## src/rtl/eoc_ctrl_regs_pkg.sv

```systemverilog
// eoc_ctrl_regs_pkg: shared register offsets, response codes, FSM states
// and helpers for the end-of-computation register block.
// Optional cycle counter is enabled with EOC_CTRL_REGS_CYCLE_CNT_EN.
package eoc_ctrl_regs_pkg;

   localparam logic [7:0] EXIT_OFF          = 8'h00;
   localparam logic [7:0] EVENT_TRIGGER_OFF = 8'h08;
   localparam logic [7:0] DRAM_BASE_OFF     = 8'h10;
   localparam logic [7:0] DRAM_END_OFF      = 8'h18;
   localparam logic [7:0] CYCLE_CNT_OFF     = 8'h20;

   localparam logic [63:0] VCD_TRIGGER_ON  = 64'h1;
   localparam logic [63:0] VCD_TRIGGER_OFF = 64'hFFFF_FFFF_FFFF_FFFF;

   typedef enum logic [1:0] {
      OKAY   = 2'b00,
      SLVERR = 2'b10
   } resp_t;

   typedef enum logic {
      W_IDLE,
      W_RESP
   } w_state_t;

   typedef enum logic {
      R_IDLE,
      R_DATA
   } r_state_t;

   typedef enum logic [2:0] {
      REG_EXIT,
      REG_EVENT,
      REG_DRAM_BASE,
      REG_DRAM_END,
      REG_CYCLE_CNT
   } reg_idx_t;

   // Byte-lane merge of new write data into the old register value.
   function automatic logic [63:0] strb_merge(input logic [63:0] old_val,
                                              input logic [63:0] wdata,
                                              input logic [7:0]  strb);
      logic [63:0] res;
      res = old_val;
      for (int unsigned i = 0; i < 8; i++) begin
         if (strb[i]) res[i*8 +: 8] = wdata[i*8 +: 8];
      end
      return res;
   endfunction

endpackage

```

## src/rtl/eoc_ctrl_regs_if.sv

```systemverilog
// eoc_ctrl_regs_if: AXI4-Lite channel bundle for the EOC register block.
interface eoc_ctrl_regs_if #(
   parameter int unsigned AxiAddrWidth = 64
) ();

   logic [AxiAddrWidth-1:0] aw_addr_i;
   logic                    aw_valid_i;
   logic                    aw_ready_o;
   logic [63:0]             w_data_i;
   logic [7:0]              w_strb_i;
   logic                    w_valid_i;
   logic                    w_ready_o;
   logic [1:0]              b_resp_o;
   logic                    b_valid_o;
   logic                    b_ready_i;
   logic [AxiAddrWidth-1:0] ar_addr_i;
   logic                    ar_valid_i;
   logic                    ar_ready_o;
   logic [63:0]             r_data_o;
   logic [1:0]              r_resp_o;
   logic                    r_valid_o;
   logic                    r_ready_i;

   modport slave (
      input  aw_addr_i, aw_valid_i, w_data_i, w_strb_i, w_valid_i, b_ready_i,
      input  ar_addr_i, ar_valid_i, r_ready_i,
      output aw_ready_o, w_ready_o, b_resp_o, b_valid_o,
      output ar_ready_o, r_data_o, r_resp_o, r_valid_o
   );

   modport master (
      output aw_addr_i, aw_valid_i, w_data_i, w_strb_i, w_valid_i, b_ready_i,
      output ar_addr_i, ar_valid_i, r_ready_i,
      input  aw_ready_o, w_ready_o, b_resp_o, b_valid_o,
      input  ar_ready_o, r_data_o, r_resp_o, r_valid_o
   );

endinterface

```

## src/rtl/eoc_reg_decode.sv

```systemverilog
// eoc_reg_decode: maps a byte offset to a register index plus
// valid/writable flags. Offset 0x20 exists only with
// EOC_CTRL_REGS_CYCLE_CNT_EN defined.
module eoc_reg_decode
   import eoc_ctrl_regs_pkg::*;
(
   input  logic [7:0] offset,
   output reg_idx_t   index,
   output logic       valid,
   output logic       writable
);

   // Offset decode; misaligned or unknown offsets are invalid.
   always_comb begin
      index    = REG_EXIT;
      valid    = 1'b0;
      writable = 1'b0;
      case (offset)
         EXIT_OFF: begin
            index = REG_EXIT; valid = 1'b1; writable = 1'b1;
         end
         EVENT_TRIGGER_OFF: begin
            index = REG_EVENT; valid = 1'b1; writable = 1'b1;
         end
         DRAM_BASE_OFF: begin
            index = REG_DRAM_BASE; valid = 1'b1;
         end
         DRAM_END_OFF: begin
            index = REG_DRAM_END; valid = 1'b1;
         end
`ifdef EOC_CTRL_REGS_CYCLE_CNT_EN
         CYCLE_CNT_OFF: begin
            index = REG_CYCLE_CNT; valid = 1'b1;
         end
`endif
         default: ;
      endcase
   end

endmodule

```

## src/rtl/eoc_ctrl_regs.sv

```systemverilog
// eoc_ctrl_regs: AXI4-Lite register responder holding the EXIT word,
// the VCD event trigger, read-only DRAM bounds and (when
// EOC_CTRL_REGS_CYCLE_CNT_EN is defined) a free-running cycle counter.
module eoc_ctrl_regs
   import eoc_ctrl_regs_pkg::*;
#(
   parameter int unsigned AxiAddrWidth = 64,
   parameter int unsigned AxiDataWidth = 64,
   parameter logic [63:0] DRAMBase     = 64'h8000_0000,
   parameter logic [63:0] DRAMLength   = 64'h4000_0000
) (
   input  logic              clk_i,
   input  logic              rst_ni,
   eoc_ctrl_regs_if.slave    bus,
   output logic [63:0]       exit_o,
   output logic [63:0]       event_trigger_o
);

   if (AxiDataWidth != 64) begin : g_bad_data_width
      $error("eoc_ctrl_regs: AxiDataWidth must be 64");
   end

   localparam logic [63:0] DRAM_END = DRAMBase + DRAMLength;

   w_state_t    w_state, w_next;
   r_state_t    r_state, r_next;
   logic        w_hs, ar_hs;
   reg_idx_t    w_idx, r_idx;
   logic        w_valid_dec, w_writable, r_valid_dec, r_writable;
   logic [63:0] exit_q, event_q, rd_val, r_data_q;
   resp_t       b_resp_q, r_resp_q;
   logic        unused_bits;

   assign unused_bits = ^{bus.aw_addr_i[AxiAddrWidth-1:8],
                          bus.ar_addr_i[AxiAddrWidth-1:8], r_writable};

   eoc_reg_decode u_w_dec (
      .offset   (bus.aw_addr_i[7:0]),
      .index    (w_idx),
      .valid    (w_valid_dec),
      .writable (w_writable)
   );

   eoc_reg_decode u_r_dec (
      .offset   (bus.ar_addr_i[7:0]),
      .index    (r_idx),
      .valid    (r_valid_dec),
      .writable (r_writable)
   );

`ifdef EOC_CTRL_REGS_CYCLE_CNT_EN
   logic [63:0] cycle_q;

   // Free-running cycle counter, wraps naturally at 2^64.
   always_ff @(posedge clk_i or negedge rst_ni) begin
      if (!rst_ni) cycle_q <= '0;
      else         cycle_q <= cycle_q + 64'd1;
   end
`endif

   // Write and read FSM state registers.
   always_ff @(posedge clk_i or negedge rst_ni) begin
      if (!rst_ni) begin
         w_state <= W_IDLE;
         r_state <= R_IDLE;
      end else begin
         w_state <= w_next;
         r_state <= r_next;
      end
   end

   // Write FSM: AW and W must both be valid to handshake together.
   always_comb begin
      w_next         = w_state;
      w_hs           = 1'b0;
      bus.aw_ready_o = 1'b0;
      bus.w_ready_o  = 1'b0;
      bus.b_valid_o  = 1'b0;
      case (w_state)
         W_IDLE: begin
            w_hs           = bus.aw_valid_i & bus.w_valid_i;
            bus.aw_ready_o = w_hs;
            bus.w_ready_o  = w_hs;
            if (w_hs) w_next = W_RESP;
         end
         W_RESP: begin
            bus.b_valid_o = 1'b1;
            if (bus.b_ready_i) w_next = W_IDLE;
         end
         default: w_next = W_IDLE;
      endcase
   end

   // Read FSM; ar_ready is held low while reset is asserted.
   always_comb begin
      r_next         = r_state;
      ar_hs          = 1'b0;
      bus.ar_ready_o = 1'b0;
      bus.r_valid_o  = 1'b0;
      case (r_state)
         R_IDLE: begin
            bus.ar_ready_o = rst_ni;
            ar_hs          = rst_ni & bus.ar_valid_i;
            if (ar_hs) r_next = R_DATA;
         end
         R_DATA: begin
            bus.r_valid_o = 1'b1;
            if (bus.r_ready_i) r_next = R_IDLE;
         end
         default: r_next = R_IDLE;
      endcase
   end

   // Register write path; EXIT locks once its done bit is set.
   always_ff @(posedge clk_i or negedge rst_ni) begin
      if (!rst_ni) begin
         exit_q   <= '0;
         event_q  <= '0;
         b_resp_q <= OKAY;
      end else if (w_hs) begin
         if (!w_valid_dec || !w_writable) begin
            b_resp_q <= SLVERR;
         end else begin
            b_resp_q <= OKAY;
            case (w_idx)
               REG_EXIT:
                  if (!exit_q[0]) exit_q <= strb_merge(exit_q, bus.w_data_i, bus.w_strb_i);
               REG_EVENT:
                  event_q <= strb_merge(event_q, bus.w_data_i, bus.w_strb_i);
               default: ;
            endcase
         end
      end
   end

   // Read data mux using pre-write register values.
   always_comb begin
      rd_val = '0;
      case (r_idx)
         REG_EXIT:      rd_val = exit_q;
         REG_EVENT:     rd_val = event_q;
         REG_DRAM_BASE: rd_val = DRAMBase;
         REG_DRAM_END:  rd_val = DRAM_END;
`ifdef EOC_CTRL_REGS_CYCLE_CNT_EN
         REG_CYCLE_CNT: rd_val = cycle_q;
`endif
         default:       rd_val = '0;
      endcase
   end

   // Capture read response at the AR handshake; held until accepted.
   always_ff @(posedge clk_i or negedge rst_ni) begin
      if (!rst_ni) begin
         r_data_q <= '0;
         r_resp_q <= OKAY;
      end else if (ar_hs) begin
         r_data_q <= r_valid_dec ? rd_val : '0;
         r_resp_q <= r_valid_dec ? OKAY : SLVERR;
      end
   end

   assign bus.b_resp_o    = b_resp_q;
   assign bus.r_data_o    = r_data_q;
   assign bus.r_resp_o    = r_resp_q;
   assign exit_o          = exit_q;
   assign event_trigger_o = event_q;

endmodule

```

## src/flat_wrapper.sv

```systemverilog
// flat-port wrapper written by rule: the top's interface ports become plain ports
module eoc_ctrl_regs_flat import eoc_ctrl_regs_pkg::*;
#(
   parameter int unsigned AxiAddrWidth = 64,
   parameter int unsigned AxiDataWidth = 64,
   parameter logic [63:0] DRAMBase     = 64'h8000_0000,
   parameter logic [63:0] DRAMLength   = 64'h4000_0000
)
  (clk_i, rst_ni, exit_o, event_trigger_o, bus_aw_addr_i, bus_aw_valid_i, bus_w_data_i, bus_w_strb_i, bus_w_valid_i, bus_b_ready_i, bus_ar_addr_i, bus_ar_valid_i, bus_r_ready_i, bus_aw_ready_o, bus_w_ready_o, bus_b_resp_o, bus_b_valid_o, bus_ar_ready_o, bus_r_data_o, bus_r_resp_o, bus_r_valid_o);
  eoc_ctrl_regs_if #(.AxiAddrWidth(AxiAddrWidth)) bus_i ();
  input  logic clk_i;
  input  logic rst_ni;
  output logic [63:0] exit_o;
  output logic [63:0] event_trigger_o;
  input wire logic [$bits(bus_i.aw_addr_i)-1:0] bus_aw_addr_i;
  input wire logic [$bits(bus_i.aw_valid_i)-1:0] bus_aw_valid_i;
  input wire logic [$bits(bus_i.w_data_i)-1:0] bus_w_data_i;
  input wire logic [$bits(bus_i.w_strb_i)-1:0] bus_w_strb_i;
  input wire logic [$bits(bus_i.w_valid_i)-1:0] bus_w_valid_i;
  input wire logic [$bits(bus_i.b_ready_i)-1:0] bus_b_ready_i;
  input wire logic [$bits(bus_i.ar_addr_i)-1:0] bus_ar_addr_i;
  input wire logic [$bits(bus_i.ar_valid_i)-1:0] bus_ar_valid_i;
  input wire logic [$bits(bus_i.r_ready_i)-1:0] bus_r_ready_i;
  output wire logic [$bits(bus_i.aw_ready_o)-1:0] bus_aw_ready_o;
  output wire logic [$bits(bus_i.w_ready_o)-1:0] bus_w_ready_o;
  output wire logic [$bits(bus_i.b_resp_o)-1:0] bus_b_resp_o;
  output wire logic [$bits(bus_i.b_valid_o)-1:0] bus_b_valid_o;
  output wire logic [$bits(bus_i.ar_ready_o)-1:0] bus_ar_ready_o;
  output wire logic [$bits(bus_i.r_data_o)-1:0] bus_r_data_o;
  output wire logic [$bits(bus_i.r_resp_o)-1:0] bus_r_resp_o;
  output wire logic [$bits(bus_i.r_valid_o)-1:0] bus_r_valid_o;
  assign bus_i.aw_addr_i = bus_aw_addr_i;
  assign bus_i.aw_valid_i = bus_aw_valid_i;
  assign bus_i.w_data_i = bus_w_data_i;
  assign bus_i.w_strb_i = bus_w_strb_i;
  assign bus_i.w_valid_i = bus_w_valid_i;
  assign bus_i.b_ready_i = bus_b_ready_i;
  assign bus_i.ar_addr_i = bus_ar_addr_i;
  assign bus_i.ar_valid_i = bus_ar_valid_i;
  assign bus_i.r_ready_i = bus_r_ready_i;
  assign bus_aw_ready_o = bus_i.aw_ready_o;
  assign bus_w_ready_o = bus_i.w_ready_o;
  assign bus_b_resp_o = bus_i.b_resp_o;
  assign bus_b_valid_o = bus_i.b_valid_o;
  assign bus_ar_ready_o = bus_i.ar_ready_o;
  assign bus_r_data_o = bus_i.r_data_o;
  assign bus_r_resp_o = bus_i.r_resp_o;
  assign bus_r_valid_o = bus_i.r_valid_o;
  eoc_ctrl_regs #(.AxiAddrWidth(AxiAddrWidth), .AxiDataWidth(AxiDataWidth), .DRAMBase(DRAMBase), .DRAMLength(DRAMLength)) u_core (.clk_i(clk_i), .rst_ni(rst_ni), .bus(bus_i), .exit_o(exit_o), .event_trigger_o(event_trigger_o));
endmodule
```

## config.mk

```make
export PLATFORM = sky130hd
export DESIGN_NAME = eoc_ctrl_regs_flat
export DESIGN_NICKNAME = d
export VERILOG_FILES = /design/src/rtl/eoc_ctrl_regs_pkg.sv /design/src/rtl/eoc_ctrl_regs_if.sv /design/src/rtl/eoc_reg_decode.sv /design/src/rtl/eoc_ctrl_regs.sv /design/src/flat_wrapper.sv
export SDC_FILE = /design/constraint.sdc
export NUM_CORES = 1
export LEC_CHECK = 0
export BUFFER_PORTS_ARGS = -buffer_cell sky130_fd_sc_hd__buf_4
export CORE_AREA = 2 2 160 162
export CTS_CLUSTER_SIZE = 28
export DETAILED_ROUTE_END_ITERATION = 8
export DIE_AREA = 0 0 162 164
export PLACE_DENSITY_LB_ADDON = 0.15
export SLEW_MARGIN = 20
export SYNTH_ARGS = -nofsm -noshare
export SYNTH_HDL_FRONTEND = slang
export SYNTH_SLANG_ARGS = --single-unit
```

## constraint.sdc

```tcl
create_clock -name clk_i -period 2.14 [get_ports clk_i]
set_input_delay 0 -clock clk_i [delete_from_list [all_inputs] [get_ports clk_i]]
set_output_delay 0 -clock clk_i [all_outputs]
set_load 0.005 [all_outputs]
```

==> impl_metrics.ini, run 1 <==
[synthesis]
ys_types = 30
yosys-top-cells-area = dfrtp_1 62%, mux2_2 18%, a22oi_1 5.9%
synth-edff-count = 0
yosys.area.top_type = dfrtp_1
ys.flop_type = dfrtp_1
synth_area_per_cell_um2 = 13.2
synth-seq-cells = 196
synth_top_area_share_pct = 62.0
synth_area_um2 = 7910
synth_async_sr_flop_share_pct = 100
syn_inst = 598
seq_area_frac_synth_pct = 62.0
synth_warnings = 0

[setup_path]
crit_arrival_ns = 2.31
end_kind = flip-flop
r2r_start = u_core.w_state
startpoint_type = flip-flop
worstSetupStartpoint = u_core.w_state
required_ns = 2.44
critical_path_class = reg -> reg
crit_fanout = 8

[layout]
fin_cells = 1318
layout_common_cells = 310 x buf_4, 196 x dfrtp_1, 126 x mux2_2, 76 x dlygate4sd3_1, 73 x nand2_1
final_layout_size_suffix_gt1_share_pct = 49.1
mostFrequentLayoutCell = buf_4
diodes = 0
utilization_pct = 48.0
area_delta_synth_final_pct = 50.7
nets = 1183

[sta]
worstMarginPinSlew_ns = 0.760
slew_headroom_pct = 49.3
finalCritPeriodShare_pct = 93.5
final.setup.tns_ns = 0
finalSetupViolations = 0
finalHoldViolCount = 0
finalClockSkew_ns = 0.0131
slew_violations = 0
rsz0062_at_grt = no
finalCriticalPeriod_ns = 2.00
fmax_ghz = 0.500
fin_hold_ws_ns = 0.0404

[drt]
detail_route.first_pass.iterations = 4
wl_um = 25000
wl_met2_um = 11800
wl_met3_um = 1970
ant_nets = 0
highest_layer = met4
drt-initial-drc-count = 321
dr_total_vias = 6246
drt-wirelength-per-cell_um = 19.0
met1Wirelength_um = 11100
drc = 0
vias_per_cell = 4.74

[power_and_ir_drop]
ir_drop_mv = 0.476
leakage_nw = 6.04
power_density_nw_per_um2 = 624
fin_total_pwr_mw = 7.43

[clocking]
htreeDepth = 4
tritoncts.num_buffers = 17
cts.sinks = 196
cts_resized = 0
cts_tree = yes
clkTransAtPathRegs_ns = 0.08
max-clock-path-buffers = 2
cts-root-buf = clkbuf_16
clk_latency_ns = 0.43

[global_route]
grt_pass1_vias = 6466
grt-ovfl-total = 0
grt_first_pass_wirelength_um = 38000
grt_max_degree = 112
grt_usage_pct = 18.7
antenna_found_initial = 0

[placement]
post-place-cells = 1210
dp_hpwl_um = 16900
place_congestion = 0.739
port-buffer-count = 293

[floorplan]
fp.dieW_um = 162
io_pins = 408
die_height_um = 164
rows = 58
coreArea_um2 = 24800
design.die.area_um2 = 26600
start_util_pct = 31.9

[job]
max-cap-violations = 0

[hold_path]
hp-class = in -> async

[run_status]
status = finished clean
-- report_power, final --
part           internal [mW]  switching (mW)  total, mW
logic                  0.304           0.245      0.550
registers               3.74          0.0281       3.76
clock network           1.56            1.56       3.12
-- Yosys cell counts (all sizes together), types with 3 or more instances --
cell type,count
mux2,127
nor2,5
dfrtp,196
nor3b,7
clkbuf,19
buf,14
inv,7
o21ai,66
a22oi,62
nand2,74
nor2b,3
-- stage by stage --
stage / setup WS (ns) / area, um^2
global route: 0.0337 / 11900
global placement: 0.0849 / 10600
CTS: 0.0912 / 11900
finish: 0.140 / 11900
detailed placement: 0.0682 / 10600
floorplan: 0.282 / 7910
-- final timing paths --
path / to / cells past startpoint / slack (ns)
min reg2reg: u_core.bus.r_data_o[30] / 1 / 0.48
min in group clk_i: u_core.r_state / 4 / 0.07
max reg2reg: u_core.event_trigger_o[63] / 6 / 0.14
max in group asynchronous: u_core.event_trigger_o[56] / 3 / 1.05
max: u_core.event_trigger_o[63] / 6 / 0.14
min: u_core.bus.r_data_o[27] / 2 / 0.04
-- worst max-delay path, stage by stage (launching register included) --
cell	delay, ns
dfrtp_1	0.40
inv_1	0.07
nand3_1	0.11
inv_1	0.16
and4_2	0.39
nand2_1	0.36
mux2_2	0.39
-- sequential cells by signal (all words and copies together) (netlist names) --
| name | flops |
|---|---|
| u_core.bus.r_data_o | 64 |
| u_core.event_trigger_o | 64 |
| u_core.exit_o | 64 |
| u_core.bus.b_resp_o | 1 |
| u_core.bus.r_resp_o | 1 |
| u_core.r_state | 1 |
| u_core.w_state | 1 |
-- metal layers --
metal  GRT usage [%]  vias to the layer above
li1                -                     2904
met1            24.5                     3136
met2            30.1                      196
met3            6.36                       10
met4            3.86                        0
met5               0                        -
-- kinds of logic after synthesis --
family / count (synthesis) / synth area share (%)
AND/OR/NAND/NOR: 100 / 6.99
other: 1 / 0.0474
flip-flops: 196 / 62.0
AO/OA/AOI/OAI: 134 / 10.7
multiplexers: 127 / 18.1
buffers and inverters: 40 / 2.20
-- layout make-up --
| cell class | instances | area (um^2) |
|---|---|---|
| Tap cell | 330 | 413 |
| Fill cell | 2361 | 12900 |
| Multi-Input combinational cell | 363 | 2840 |
| Clock inverter | 13 | 116 |
| Clock buffer | 18 | 439 |
| Timing Repair Buffer | 391 | 3180 |
| Inverter | 7 | 26.3 |
| Sequential cell | 196 | 4900 |
-- timing repair --
item	4_1_cts	5_1_grt
setup endpoints to repair	0	3
hold buffers	76	0
buffers inserted	0	1
endpoints found under the hold margin	270	0
(Power assumes the default switching activity.)
==> run 2: changes to the inputs <==
--- a/config.mk
+++ b/config.mk
@@ -10,6 +10,7 @@
 export CTS_CLUSTER_SIZE = 28
 export DETAILED_ROUTE_END_ITERATION = 8
 export DIE_AREA = 0 0 162 164
+export MAX_ROUTING_LAYER = met4
 export PLACE_DENSITY_LB_ADDON = 0.15
 export SLEW_MARGIN = 20
 export SYNTH_ARGS = -nofsm -noshare
==> run 2 against run 1 <==
Sequential share of layout area did not move; combinational power barely moved; first-iteration DRC count rose by 3.7%; critical path type unchanged; highest routed layer unchanged.
==> impl_metrics.ini, run 2 (synthesis gave the netlist of run 1 again) <==
[sta]
finalCriticalPeriod_ns = 2.00
finalClockSkew_ns = 0.0135
rsz0062_at_grt = no
slew_headroom_pct = 50.1
worstMarginPinSlew_ns = 0.749
finalSetupViolations = 0
finalHoldViolCount = 0
finalCritPeriodShare_pct = 93.2
final.setup.tns_ns = 0
fmax_ghz = 0.501
slew_violations = 0

[setup_path]
r2r_start = u_core.w_state
required_ns = 2.44
end_kind = flip-flop
critical_path_class = reg -> reg
crit_fanout = 8
startpoint_type = flip-flop
worstSetupStartpoint = u_core.w_state
crit_arrival_ns = 2.30

[layout]
diodes = 0
layout_common_cells = 310 x buf_4, 196 x dfrtp_1, 126 x mux2_2, 76 x dlygate4sd3_1, 73 x nand2_1
seq_area_um2 = 4900
nets = 1183
multi_input_area_um2 = 2840
fillCellCount = 2361
fin_cells = 1318
mostFrequentLayoutCell = buf_4
final_layout_size_suffix_gt1_share_pct = 49.1
area_delta_synth_final_pct = 50.7

[global_route]
grt_pass1_vias = 6488
antenna_found_initial = 0
grt-ovfl-total = 0
grt_usage_pct = 19.2
grt_max_degree = 112
grt_first_pass_wirelength_um = 38000

[drt]
dr_total_vias = 6283
vias_per_cell = 4.77
ant_nets = 0
drc = 0
drt-initial-drc-count = 333
detail_route.first_pass.iterations = 4
drt-wirelength-per-cell_um = 19.0
wl_um = 25000

[clocking]
clkTransAtPathRegs_ns = 0.08
cts-root-buf = clkbuf_16
tritoncts.num_buffers = 17
max-clock-path-buffers = 2
htreeDepth = 4
cts.sinks = 196
cts_tree = yes
clk_latency_ns = 0.43

[run_status]
status = finished clean

[power_and_ir_drop]
ir_drop_mv = 0.474
leakage_nw = 6.04
power_density_nw_per_um2 = 624

[placement]
port-buffer-count = 293
post-place-cells = 1210
place_congestion = 0.748
dp_hpwl_um = 16900

[floorplan]
die_height_um = 164
io_pins = 408
fp.dieW_um = 162
design.die.area_um2 = 26600
start_util_pct = 31.9
coreArea_um2 = 24800
rows = 58

[hold_path]
hp-class = in -> async

[job]
max-cap-violations = 0
-- run 2: cell counts in the layout (fill, tap and decap cells not counted) --
Identical to the previous run, type by type.
-- run 2: what timing repair did --
| item | CTS | global route |
|---|---|---|
| hold buffers | 76 | 0 |
| setup buffers | 0 | 1 |
| hold endpoints to repair | 270 | 0 |
| gates resized for setup | 0 | 0 |
| endpoints found under the setup margin | 0 | 3 |
-- run 2: worst max-delay path, stage by stage, from the launching register on --
cell,delay (ns)
dfrtp_1,0.40
inv_1,0.07
nand3_1,0.11
inv_1,0.16
and4_2,0.39
nand2_1,0.36
mux2_2,0.38
-- run 2: worst paths after layout --
kind                                                   end  slack [ns]  depth (start not counted)
worst min register to register      u_core.bus.r_data_o[9]        0.48                          2
worst max register to register  u_core.event_trigger_o[63]        0.14                          6
worst max-delay path            u_core.event_trigger_o[63]        0.14                          6
min in group clk_i                          u_core.r_state        0.07                          4
max in group asynchronous       u_core.event_trigger_o[56]        1.06                          3
worst min-delay path               u_core.bus.r_data_o[27]        0.04                          2
-- run 2: power breakdown --
group | switching, mW | leakage [nW] | internal (mW) | total (mW)
registers | 0.0280 | 2.73 | 3.74 | 3.76
logic | 0.245 | 3.04 | 0.304 | 0.550
clock network | 1.57 | 0.267 | 1.56 | 3.13
-- run 2: cell type report --
cell class                 count  share of cell area [%]
tap                          330                    3.46
clock inverter                13                   0.976
clock buffer                  18                    3.68
inverter                       7                   0.220
multi-input combinational    363                    23.8
timing repair buffer         391                    26.7
sequential                   196                    41.1
-- run 2: metal layers --
layer | part of all wire (%) | routed length [um] | GRT usage [%] | vias to the layer above
met3 | 6.9 | 1730 | 5.61 | 9
met1 | 45 | 11400 | 25.3 | 3167
met2 | 47 | 11800 | 30.0 | 199
met5 | 0 | 0 | - | -
met4 | 0.72 | 180 | 3.62 | 0
li1 | - | - | - | 2908
-- run 2: per-stage QoR --
step	util [%]	setup WS, ns	cell area, um^2	hold WS, ns	power [mW]
after floorplan	-	0.282	7910	-0.296	3.93
after global placement	42.6	0.0849	10600	-0.0918	4.27
after detailed placement	42.6	0.0682	10600	-0.0890	4.28
after CTS	47.9	0.0912	11900	0.0299	7.54
after global routing	48.0	0.0332	11900	0.0369	7.75
final	48.0	0.145	11900	0.0398	7.44
